### src/rtl/tank_pkg.sv
`default_nettype none
// ============================================================================
//  Module      : tank_pkg
//  Description : Shared types and constants for the multi-bullet tank
//                controller: direction encoding, keycodes for both key
//                maps, and the bullet spawn offset for a facing direction.
//  Revision    : 1.0 - initial release
// ============================================================================
package tank_pkg;

  typedef enum logic [2:0] {
    DIR_UP    = 3'd1,
    DIR_RIGHT = 3'd2,
    DIR_LEFT  = 3'd3,
    DIR_DOWN  = 3'd4
  } dir_t;

  // Key map 0: W/A/S/D + Space
  localparam logic [7:0] c_key_w     = 8'h1A;
  localparam logic [7:0] c_key_a     = 8'h04;
  localparam logic [7:0] c_key_s     = 8'h16;
  localparam logic [7:0] c_key_d     = 8'h07;
  localparam logic [7:0] c_key_space = 8'h2C;

  // Key map 1: arrows + Enter
  localparam logic [7:0] c_key_arrow_up    = 8'h52;
  localparam logic [7:0] c_key_arrow_left  = 8'h50;
  localparam logic [7:0] c_key_arrow_down  = 8'h51;
  localparam logic [7:0] c_key_arrow_right = 8'h4F;
  localparam logic [7:0] c_key_enter       = 8'h28;

  typedef struct packed {
    logic signed [11:0] dx;
    logic signed [11:0] dy;
  } offset_t;

  // Offset of the bullet's top-left corner from the tank's top-left corner
  // so that the bullet appears centred just outside the tank's leading face.
  function automatic offset_t spawn_offset(dir_t d, int ts, int bs);
    offset_t o;
    logic signed [11:0] mid;
    mid = 12'(ts / 2) - 12'(bs / 2);
    o   = '0;
    case (d)
      DIR_UP:    begin o.dx = mid;       o.dy = -12'(bs); end
      DIR_RIGHT: begin o.dx = 12'(ts);   o.dy = mid;      end
      DIR_LEFT:  begin o.dx = -12'(bs);  o.dy = mid;      end
      DIR_DOWN:  begin o.dx = mid;       o.dy = 12'(ts);  end
      default:   begin o.dx = mid;       o.dy = -12'(bs); end
    endcase
    return o;
  endfunction

endpackage
`default_nettype wire

### src/rtl/tank_bullet_slot.sv
`default_nettype none
// ============================================================================
//  Module      : tank_bullet_slot
//  Description : One bullet: valid flag, position and direction, per-frame
//                step or retire at the screen edge, kill input from the
//                collision logic, and pixel hit for rendering.
//  Revision    : 1.0 - initial release
// ============================================================================
module tank_bullet_slot
  import tank_pkg::*;
#(
  parameter int SCREEN_W    = 640,
  parameter int SCREEN_H    = 480,
  parameter int BULLET_SIZE = 8,
  parameter int BULLET_STEP = 5
) (
  input  logic       Clk,
  input  logic       Reset_n,
  input  logic       tick,
  input  logic       load,
  input  logic [9:0] load_x,
  input  logic [9:0] load_y,
  input  logic [2:0] load_dir,
  input  logic       kill,
  input  logic [9:0] DrawX,
  input  logic [9:0] DrawY,
  output logic       valid,
  output logic [9:0] pos_x,
  output logic [9:0] pos_y,
  output logic [2:0] dir,
  output logic       hit
);

  localparam logic [10:0] c_step  = 11'(BULLET_STEP);
  localparam logic [10:0] c_reach = 11'(BULLET_SIZE + BULLET_STEP);
  localparam logic [10:0] c_bs    = 11'(BULLET_SIZE);
  localparam logic [10:0] c_w     = 11'(SCREEN_W);
  localparam logic [10:0] c_h     = 11'(SCREEN_H);

  logic       r_valid;
  logic [9:0] r_x;
  logic [9:0] r_y;
  dir_t       r_dir;

  logic       w_retire;
  logic [9:0] w_next_x;
  logic [9:0] w_next_y;
  logic [10:0] w_x11;
  logic [10:0] w_y11;

  assign w_x11 = {1'b0, r_x};
  assign w_y11 = {1'b0, r_y};

  // Next position one step ahead, or retire if that step leaves the screen
  always_comb begin
    w_retire = 1'b0;
    w_next_x = r_x;
    w_next_y = r_y;
    case (r_dir)
      DIR_UP: begin
        if (w_y11 < c_step) w_retire = 1'b1;
        else                w_next_y = r_y - c_step[9:0];
      end
      DIR_DOWN: begin
        if (w_y11 + c_reach > c_h) w_retire = 1'b1;
        else                       w_next_y = r_y + c_step[9:0];
      end
      DIR_LEFT: begin
        if (w_x11 < c_step) w_retire = 1'b1;
        else                w_next_x = r_x - c_step[9:0];
      end
      DIR_RIGHT: begin
        if (w_x11 + c_reach > c_w) w_retire = 1'b1;
        else                       w_next_x = r_x + c_step[9:0];
      end
      default: w_retire = 1'b0;
    endcase
  end

  // Slot state: allocation, kill (beats a same-tick move), then per-frame motion
  always_ff @(posedge Clk or negedge Reset_n) begin
    if (!Reset_n) begin
      r_valid <= 1'b0;
      r_x     <= '0;
      r_y     <= '0;
      r_dir   <= DIR_UP;
    end else if (load) begin
      r_valid <= 1'b1;
      r_x     <= load_x;
      r_y     <= load_y;
      r_dir   <= dir_t'(load_dir);
    end else if (kill && r_valid) begin
      r_valid <= 1'b0;
    end else if (tick && r_valid) begin
      if (w_retire) begin
        r_valid <= 1'b0;
      end else begin
        r_x <= w_next_x;
        r_y <= w_next_y;
      end
    end
  end

  assign valid = r_valid;
  assign pos_x = r_x;
  assign pos_y = r_y;
  assign dir   = r_dir;

  assign hit = r_valid
            && ({1'b0, DrawX} >= w_x11) && ({1'b0, DrawX} < w_x11 + c_bs)
            && ({1'b0, DrawY} >= w_y11) && ({1'b0, DrawY} < w_y11 + c_bs);

endmodule
`default_nettype wire

### src/rtl/tank_ctrl_multi.sv
`default_nettype none
// ============================================================================
//  Module      : tank_ctrl_multi
//  Description : Player tank with a pool of bullet slots. Frame-strobe
//                synchroniser, key decode, clamped tank motion, edge-triggered
//                fire with cooldown, slot allocator and render hit logic.
//  Revision    : 1.0 - initial release
// ============================================================================
module tank_ctrl_multi
  import tank_pkg::*;
#(
  parameter int X_START     = 100,
  parameter int Y_START     = 240,
  parameter int KEYSET      = 0,
  parameter int SCREEN_W    = 640,
  parameter int SCREEN_H    = 480,
  parameter int TANK_SIZE   = 32,
  parameter int BULLET_SIZE = 8,
  parameter int TANK_STEP   = 1,
  parameter int BULLET_STEP = 5,
  parameter int NUM_BULLETS = 4,
  parameter int COOLDOWN    = 15
) (
  input  logic                     Clk,
  input  logic                     Reset_n,
  input  logic                     frame_clk,
  input  logic [7:0]               keycode,
  input  logic                     can_move,
  input  logic [NUM_BULLETS-1:0]   bullet_kill,
  input  logic [9:0]               DrawX,
  input  logic [9:0]               DrawY,
  output logic [9:0]               tank_X,
  output logic [9:0]               tank_Y,
  output logic [2:0]               tank_dir,
  output logic [NUM_BULLETS-1:0]   bullet_valid,
  output logic [10*NUM_BULLETS-1:0] bullet_X,
  output logic [10*NUM_BULLETS-1:0] bullet_Y,
  output logic [3*NUM_BULLETS-1:0] bullet_dir,
  output logic                     is_tank,
  output logic                     is_bullet,
  output logic [2:0]               bullet_idx
);

  localparam int c_cd_w = (COOLDOWN < 1) ? 1 : $clog2(COOLDOWN + 1);
  localparam logic [c_cd_w-1:0] c_cd_load = c_cd_w'(COOLDOWN);
  localparam logic [c_cd_w-1:0] c_cd_one  = c_cd_w'(1);

  localparam logic [10:0] c_tstep = 11'(TANK_STEP);
  localparam logic [10:0] c_ts    = 11'(TANK_SIZE);
  localparam logic [10:0] c_xmax  = 11'(SCREEN_W - TANK_SIZE);
  localparam logic [10:0] c_ymax  = 11'(SCREEN_H - TANK_SIZE);

  localparam logic signed [11:0] c_bs_s = 12'(BULLET_SIZE);
  localparam logic signed [11:0] c_w_s  = 12'(SCREEN_W);
  localparam logic signed [11:0] c_h_s  = 12'(SCREEN_H);

  localparam logic [7:0] c_k_up    = (KEYSET == 0) ? c_key_w     : c_key_arrow_up;
  localparam logic [7:0] c_k_left  = (KEYSET == 0) ? c_key_a     : c_key_arrow_left;
  localparam logic [7:0] c_k_down  = (KEYSET == 0) ? c_key_s     : c_key_arrow_down;
  localparam logic [7:0] c_k_right = (KEYSET == 0) ? c_key_d     : c_key_arrow_right;
  localparam logic [7:0] c_k_fire  = (KEYSET == 0) ? c_key_space : c_key_enter;

  logic r_fs1, r_fs2, r_fs3, r_tick;
  logic [9:0] r_tank_x, r_tank_y;
  dir_t       r_tank_dir;
  logic [c_cd_w-1:0] r_cooldown;
  logic       r_fire_prev;

  logic       w_dir_key, w_fire_key;
  dir_t       w_key_dir;
  logic [10:0] w_x11, w_y11, w_x_inc, w_y_inc;
  logic [9:0] w_next_x, w_next_y;
  offset_t    w_off;
  logic signed [11:0] w_sx, w_sy;
  logic       w_spawn_ok, w_accept, w_any_free;
  logic [2:0] w_free_idx;
  logic [NUM_BULLETS-1:0] w_valid, w_load, w_hit;

  // Frame strobe: two-flop synchroniser, edge flop, registered one-cycle tick.
  // Flops reset high so a strobe already high at reset release is not a rise.
  always_ff @(posedge Clk or negedge Reset_n) begin
    if (!Reset_n) begin
      r_fs1  <= 1'b1;
      r_fs2  <= 1'b1;
      r_fs3  <= 1'b1;
      r_tick <= 1'b0;
    end else begin
      r_fs1  <= frame_clk;
      r_fs2  <= r_fs1;
      r_fs3  <= r_fs2;
      r_tick <= r_fs2 & ~r_fs3;
    end
  end

  // Key decode: direction keys and the fire key for the selected key map
  always_comb begin
    w_dir_key = 1'b1;
    w_key_dir = DIR_UP;
    if (keycode == c_k_up)         w_key_dir = DIR_UP;
    else if (keycode == c_k_right) w_key_dir = DIR_RIGHT;
    else if (keycode == c_k_left)  w_key_dir = DIR_LEFT;
    else if (keycode == c_k_down)  w_key_dir = DIR_DOWN;
    else                           w_dir_key = 1'b0;
  end
  assign w_fire_key = (keycode == c_k_fire);

  assign w_x11   = {1'b0, r_tank_x};
  assign w_y11   = {1'b0, r_tank_y};
  assign w_x_inc = w_x11 + c_tstep;
  assign w_y_inc = w_y11 + c_tstep;

  // Candidate tank position one step in the key direction, clamped to the screen
  always_comb begin
    w_next_x = r_tank_x;
    w_next_y = r_tank_y;
    case (w_key_dir)
      DIR_UP:    w_next_y = (w_y11 < c_tstep) ? 10'd0 : r_tank_y - c_tstep[9:0];
      DIR_LEFT:  w_next_x = (w_x11 < c_tstep) ? 10'd0 : r_tank_x - c_tstep[9:0];
      DIR_DOWN:  w_next_y = (w_y_inc > c_ymax) ? c_ymax[9:0] : w_y_inc[9:0];
      DIR_RIGHT: w_next_x = (w_x_inc > c_xmax) ? c_xmax[9:0] : w_x_inc[9:0];
      default:   w_next_x = r_tank_x;
    endcase
  end

  // Spawn point from the pre-tick position and facing; reject if off-screen
  assign w_off = spawn_offset(r_tank_dir, TANK_SIZE, BULLET_SIZE);
  assign w_sx  = $signed({2'b00, r_tank_x}) + $signed(w_off.dx);
  assign w_sy  = $signed({2'b00, r_tank_y}) + $signed(w_off.dy);
  assign w_spawn_ok = (w_sx >= 12'sd0) && ((w_sx + c_bs_s) <= c_w_s)
                   && (w_sy >= 12'sd0) && ((w_sy + c_bs_s) <= c_h_s);

  // Allocator: lowest-index free slot
  always_comb begin
    w_free_idx = 3'd0;
    w_any_free = 1'b0;
    for (int i = NUM_BULLETS - 1; i >= 0; i--) begin
      if (!w_valid[i]) begin
        w_free_idx = 3'(i);
        w_any_free = 1'b1;
      end
    end
  end

  assign w_accept = r_tick & w_fire_key & ~r_fire_prev
                  & (r_cooldown == '0) & w_any_free;

  // Tank motion, fire edge memory and cooldown, all advanced once per frame
  always_ff @(posedge Clk or negedge Reset_n) begin
    if (!Reset_n) begin
      r_tank_x    <= 10'(X_START);
      r_tank_y    <= 10'(Y_START);
      r_tank_dir  <= DIR_UP;
      r_cooldown  <= '0;
      r_fire_prev <= 1'b0;
    end else if (r_tick) begin
      if (w_dir_key) begin
        r_tank_dir <= w_key_dir;
        if (can_move) begin
          r_tank_x <= w_next_x;
          r_tank_y <= w_next_y;
        end
      end
      r_fire_prev <= w_fire_key;
      if (w_accept)               r_cooldown <= c_cd_load;
      else if (r_cooldown != '0)  r_cooldown <= r_cooldown - c_cd_one;
    end
  end

  for (genvar i = 0; i < NUM_BULLETS; i++) begin : g_slot
    assign w_load[i] = w_accept & w_spawn_ok & (w_free_idx == 3'(i));

    tank_bullet_slot #(
      .SCREEN_W    (SCREEN_W),
      .SCREEN_H    (SCREEN_H),
      .BULLET_SIZE (BULLET_SIZE),
      .BULLET_STEP (BULLET_STEP)
    ) u_slot (
      .Clk      (Clk),
      .Reset_n  (Reset_n),
      .tick     (r_tick),
      .load     (w_load[i]),
      .load_x   (w_sx[9:0]),
      .load_y   (w_sy[9:0]),
      .load_dir (r_tank_dir),
      .kill     (bullet_kill[i]),
      .DrawX    (DrawX),
      .DrawY    (DrawY),
      .valid    (w_valid[i]),
      .pos_x    (bullet_X[10*i +: 10]),
      .pos_y    (bullet_Y[10*i +: 10]),
      .dir      (bullet_dir[3*i +: 3]),
      .hit      (w_hit[i])
    );
  end

  // Render: lowest-index bullet wins where bullets overlap
  always_comb begin
    bullet_idx = 3'd0;
    for (int i = NUM_BULLETS - 1; i >= 0; i--) begin
      if (w_hit[i]) bullet_idx = 3'(i);
    end
  end
  assign is_bullet = |w_hit;

  assign is_tank = ({1'b0, DrawX} >= w_x11) && ({1'b0, DrawX} < w_x11 + c_ts)
                && ({1'b0, DrawY} >= w_y11) && ({1'b0, DrawY} < w_y11 + c_ts);

  assign tank_X       = r_tank_x;
  assign tank_Y       = r_tank_y;
  assign tank_dir     = r_tank_dir;
  assign bullet_valid = w_valid;

endmodule
`default_nettype wire

### config.mk
export PLATFORM = sky130hd
export DESIGN_NAME = tank_ctrl_multi
export DESIGN_NICKNAME = d
export VERILOG_FILES = /design/src/rtl/tank_pkg.sv /design/src/rtl/tank_bullet_slot.sv /design/src/rtl/tank_ctrl_multi.sv
export SDC_FILE = /design/constraint.sdc
export NUM_CORES = 1
export LEC_CHECK = 0
export BUFFER_PORTS_ARGS = -buffer_cell sky130_fd_sc_hd__buf_2
export CAP_MARGIN = 20
export CORE_AREA = 2 2 175 177
export CTS_BUF_LIST = sky130_fd_sc_hd__clkbuf_2 sky130_fd_sc_hd__clkbuf_4 sky130_fd_sc_hd__clkbuf_8
export DETAILED_ROUTE_END_ITERATION = 16
export DIE_AREA = 0 0 177 179
export GPL_TIMING_DRIVEN = 0
export PLACE_DENSITY = 0.8
export SLEW_MARGIN = 15
export SYNTH_ARGS = -nofsm -noshare
export SYNTH_HDL_FRONTEND = slang
export SYNTH_HIERARCHICAL = 1
export SYNTH_SLANG_ARGS = --single-unit
### constraint.sdc
create_clock -name Clk -period 4.18 [get_ports Clk]
set_input_delay 0.836 -clock Clk [delete_from_list [all_inputs] [get_ports Clk]]
set_output_delay 0.836 -clock Clk [all_outputs]
set_load 0.01 [all_outputs]
==> impl_metrics.json <==
{
  "grt_max_degree": 78,
  "synth_fp_nets": 2313,
  "synth_compound_area_frac": 0.2522,
  "start_util": 0.5598,
  "grt_pass1_wl_mm": 91.11,
  "path_buf_inv": 6,
  "crit_family": "simple AND/OR/NAND/NOR gates",
  "violations": "setup timing",
  "layout_common_cells": "ha_1, buf_2, nand2_1, inv_1, o21ai_0",
  "die_h_um": 179,
  "portBuffers": 158,
  "wl_met1_mm": 24.22,
  "synth_top_area_cell": "dfrtp_1",
  "async_flop_share": 1.000,
  "seqCellArea_um2": 3243,
  "synth.area.mux_share": 0.02493,
  "crit_fanout": 5,
  "cp.arrival_ns": 4.69,
  "rsz0062_at_grt": "yes",
  "drv_slew": 0,
  "cp_slowest_stage_delay_ns": 0.51,
  "core_area_um2": 30030,
  "setup_violations": 40,
  "synth_xor_area_frac": 0.07354,
  "p_leak_nw": 8.776,
  "path_class": "register to register",
  "vias": 17750,
  "dp.cells": 2607,
  "outcome": "complete, but fails checks",
  "area_growth_pct": 21.54,
  "ir_drop_mv": 0.3121,
  "wire_per_inst_um": 22.52,
  "period_share": 1.030,
  "slew_headroom": 0.3371,
  "cp_common_cell": "inv_4",
  "met3_wirelength_mm": 4.626,
  "avgSynthCellArea_um2": 8.192,
  "finalWirelength_mm": 61.51,
  "finalInstanceArea_um2": 20430,
  "yosysWarnings": 6,
  "cts_tree": "done",
  "drive_gt1_frac": 0.2741,
  "finClkSkew_ns": 0.01703,
  "cts_root_buffer": "clkbuf_8",
  "clock-sinks": 128,
  "synthesis.area_um2": 16810,
  "overflow": 0,
  "ant_nets": 0,
  "fp.dieArea_um2": 31680,
  "nFillCells": 2522,
  "n_antenna_cell": 0,
  "gr-usage-all-layers": 0.3721,
  "path_depth": 16,
  "io_pins": 160,
  "dpl.hpwl_mm": 44.34,
  "place_area_um2": 18170,
  "synth_flop_cell": "dfrtp_1",
  "worstHoldPathType": "input pin to async pin",
  "via_per_inst": 6.498,
  "worstSetupStartpoint": "tank_dir[1]$_DFFE_PN0P_",
  "required_ns": 4.56,
  "yosysTopAreaCellShare": 0.1682,
  "final.min_clock_period_ns": 4.304,
  "setup_ws_ns": -0.1243,
  "cts_htree_levels": 4,
  "seq_area_frac_synth": 0.1917,
  "rows": 64,
  "wl_met2_mm": 29.09,
  "cts_buffer_depth": 2,
  "worstMarginPinSlew_ns": 0.9868,
  "antenna_found_initial": 0,
  "cts_hold_buf": 0,
  "path_cells": "or3b_1 > buf_6 > clkinv_8 > fa_2 > inv_4 > ha_4 > inv_2 > or4_4 > a22oi_4 > nand4_1 > a2bb2o_4 > nor4b_4 > a21boi_4 > inv_4 > clkbuf_16 > mux2_2",
  "power_density_nw_per_um2": 149.8,
  "dr.first_iter.drc_count": 1627,
  "cp-start-kind": "register",
  "cts_made_buffers": 17,
  "top_layer_used": "met4",
  "total_power_mw": 3.061,
  "fin_cells": 2731,
  "r2r-start": "tank_dir[1]$_DFFE_PN0P_",
  "end_kind": "register",
  "multiInputGateArea_um2": 12930,
  "ys_seq_elements": 128,
  "synth_top_family_by_area": "compound AO/OA/AOI/OAI gates",
  "nets": 2583,
  "synth_area_leaders": "dfrtp_1, ha_1, xnor2_1, o21ai_0, nand2_1",
  "rr_worst_depth": 16,
  "synth_edf_count": 0,
  "synth.distinct_cells": 120,
  "synth_adder_area_share": 0.1690,
  "final_util": 0.6804,
  "grt_pass1_vias": 16690,
  "critPathSlowestCell": "or4_4",
  "synth-simple-area-share": 0.2044,
  "dr.pass1.iters": 6,
  "max_freq_mhz": 232.3,
  "synthCells": 2052,
  "finalHoldViolCount": 0,
  "die_width_um": 177,
  "clk_pin_slew_ns": 0.09,
  "cap_violations": 0,
  "place.gp.congestion": 0.9784,
  "drcViolationCount": 0,
  "insertion_delay_ns": 0.49,
  "layout_commonest_cell": "ha_1"
}
## flip-flops by register name, indices dropped and copies added (netlist names)
register,flops
tank_dir,3
g_slot.u_slot/pos_x,40
r_fire_prev,1
r_fs1,1
g_slot.u_slot/valid,4
tank_Y,10
g_slot.u_slot/dir,12
r_fs3,1
r_fs2,1
r_cooldown,4
g_slot.u_slot/pos_y,40
r_tick,1
tank_X,10
## per-stage QoR
stage	TNS [ns]	hold WS, ns	setup slack, ns
CTS	-0.6315	0.2261	-0.09303
detailed placement	-132.02	0.3491	-1.696
finish	-1.709	0.2258	-0.1243
global route	-8.924	0.2547	-0.2120
floorplan	-0.002058	0.3452	-0.002058
global placement	-123.74	0.3457	-1.581
## cells in the mapped netlist (30+ instances only)
cell      count
a211oi_1     35
a21oi_1      92
a31oi_1      49
clkbuf_1     38
dfrtp_1     113
ha_1        223
inv_1       156
mux2_2       31
nand2_1     166
nand3_1      71
nor2_1      114
nor3_1       77
o21ai_0     131
or3_1        30
xnor2_1     120
## power breakdown
group | leakage [nW] | total (mW) | switching (mW) | internal (mW)
Combinational | 7.04 | 0.597 | 0.367 | 0.230
Clock | 0.201 | 1.17 | 0.593 | 0.577
Sequential | 1.53 | 1.29 | 0.0302 | 1.26
Total | 8.78 | 3.06 | 0.990 | 2.07
## worst paths after layout
path,endpoint,slack [ns]
setup reg to reg,g_slot[0].u_slot/pos_y[3]$_DFFE_PN0P_,-0.12
hold reg to reg,r_fs2$_DFF_PN1_,0.36
setup / recovery,g_slot[0].u_slot/pos_y[3]$_DFFE_PN0P_,-0.12
hold / removal,g_slot[3].u_slot/pos_x[2]$_DFFE_PN0P_,0.23
max in group asynchronous,tank_Y[1]$_DFFE_PN0P_,3.10
min in group Clk,r_fs2$_DFF_PN1_,0.36
## routing by layer
layer | vias up | global-route usage
met4 | 0 | 0.2066
met2 | 943 | 0.6286
li1 | 8100 | -
met5 | - | 0
met1 | 8467 | 0.4484
met3 | 237 | 0.06531
## cell type report
| type | instances | share of cell area |
|---|---|---|
| Multi-Input combinational cell | 1644 | 0.6330 |
| Sequential cell | 128 | 0.1587 |
| Timing Repair Buffer | 257 | 0.08255 |
| Buffer | 106 | 0.04826 |
| Inverter | 168 | 0.03380 |
| Tap cell | 396 | 0.02425 |
| Clock buffer | 21 | 0.01384 |
| Clock inverter | 11 | 0.005512 |
## what timing repair did
action,4_1_cts,5_1_grt
pin swaps,30,29
cloned,3,3
endpoints found under the setup margin,100,100
buffers inserted,50,40
resized for setup,163,129
## cell families after synthesis
group / Yosys count
other cells: 1
mux: 38
fa+ha+maj: 226
xor+xnor: 136
flops: 128
buf+inv: 280
compound gates: 592
simple gates: 651
No activity file was read; power rests on OpenSTA's default activity.
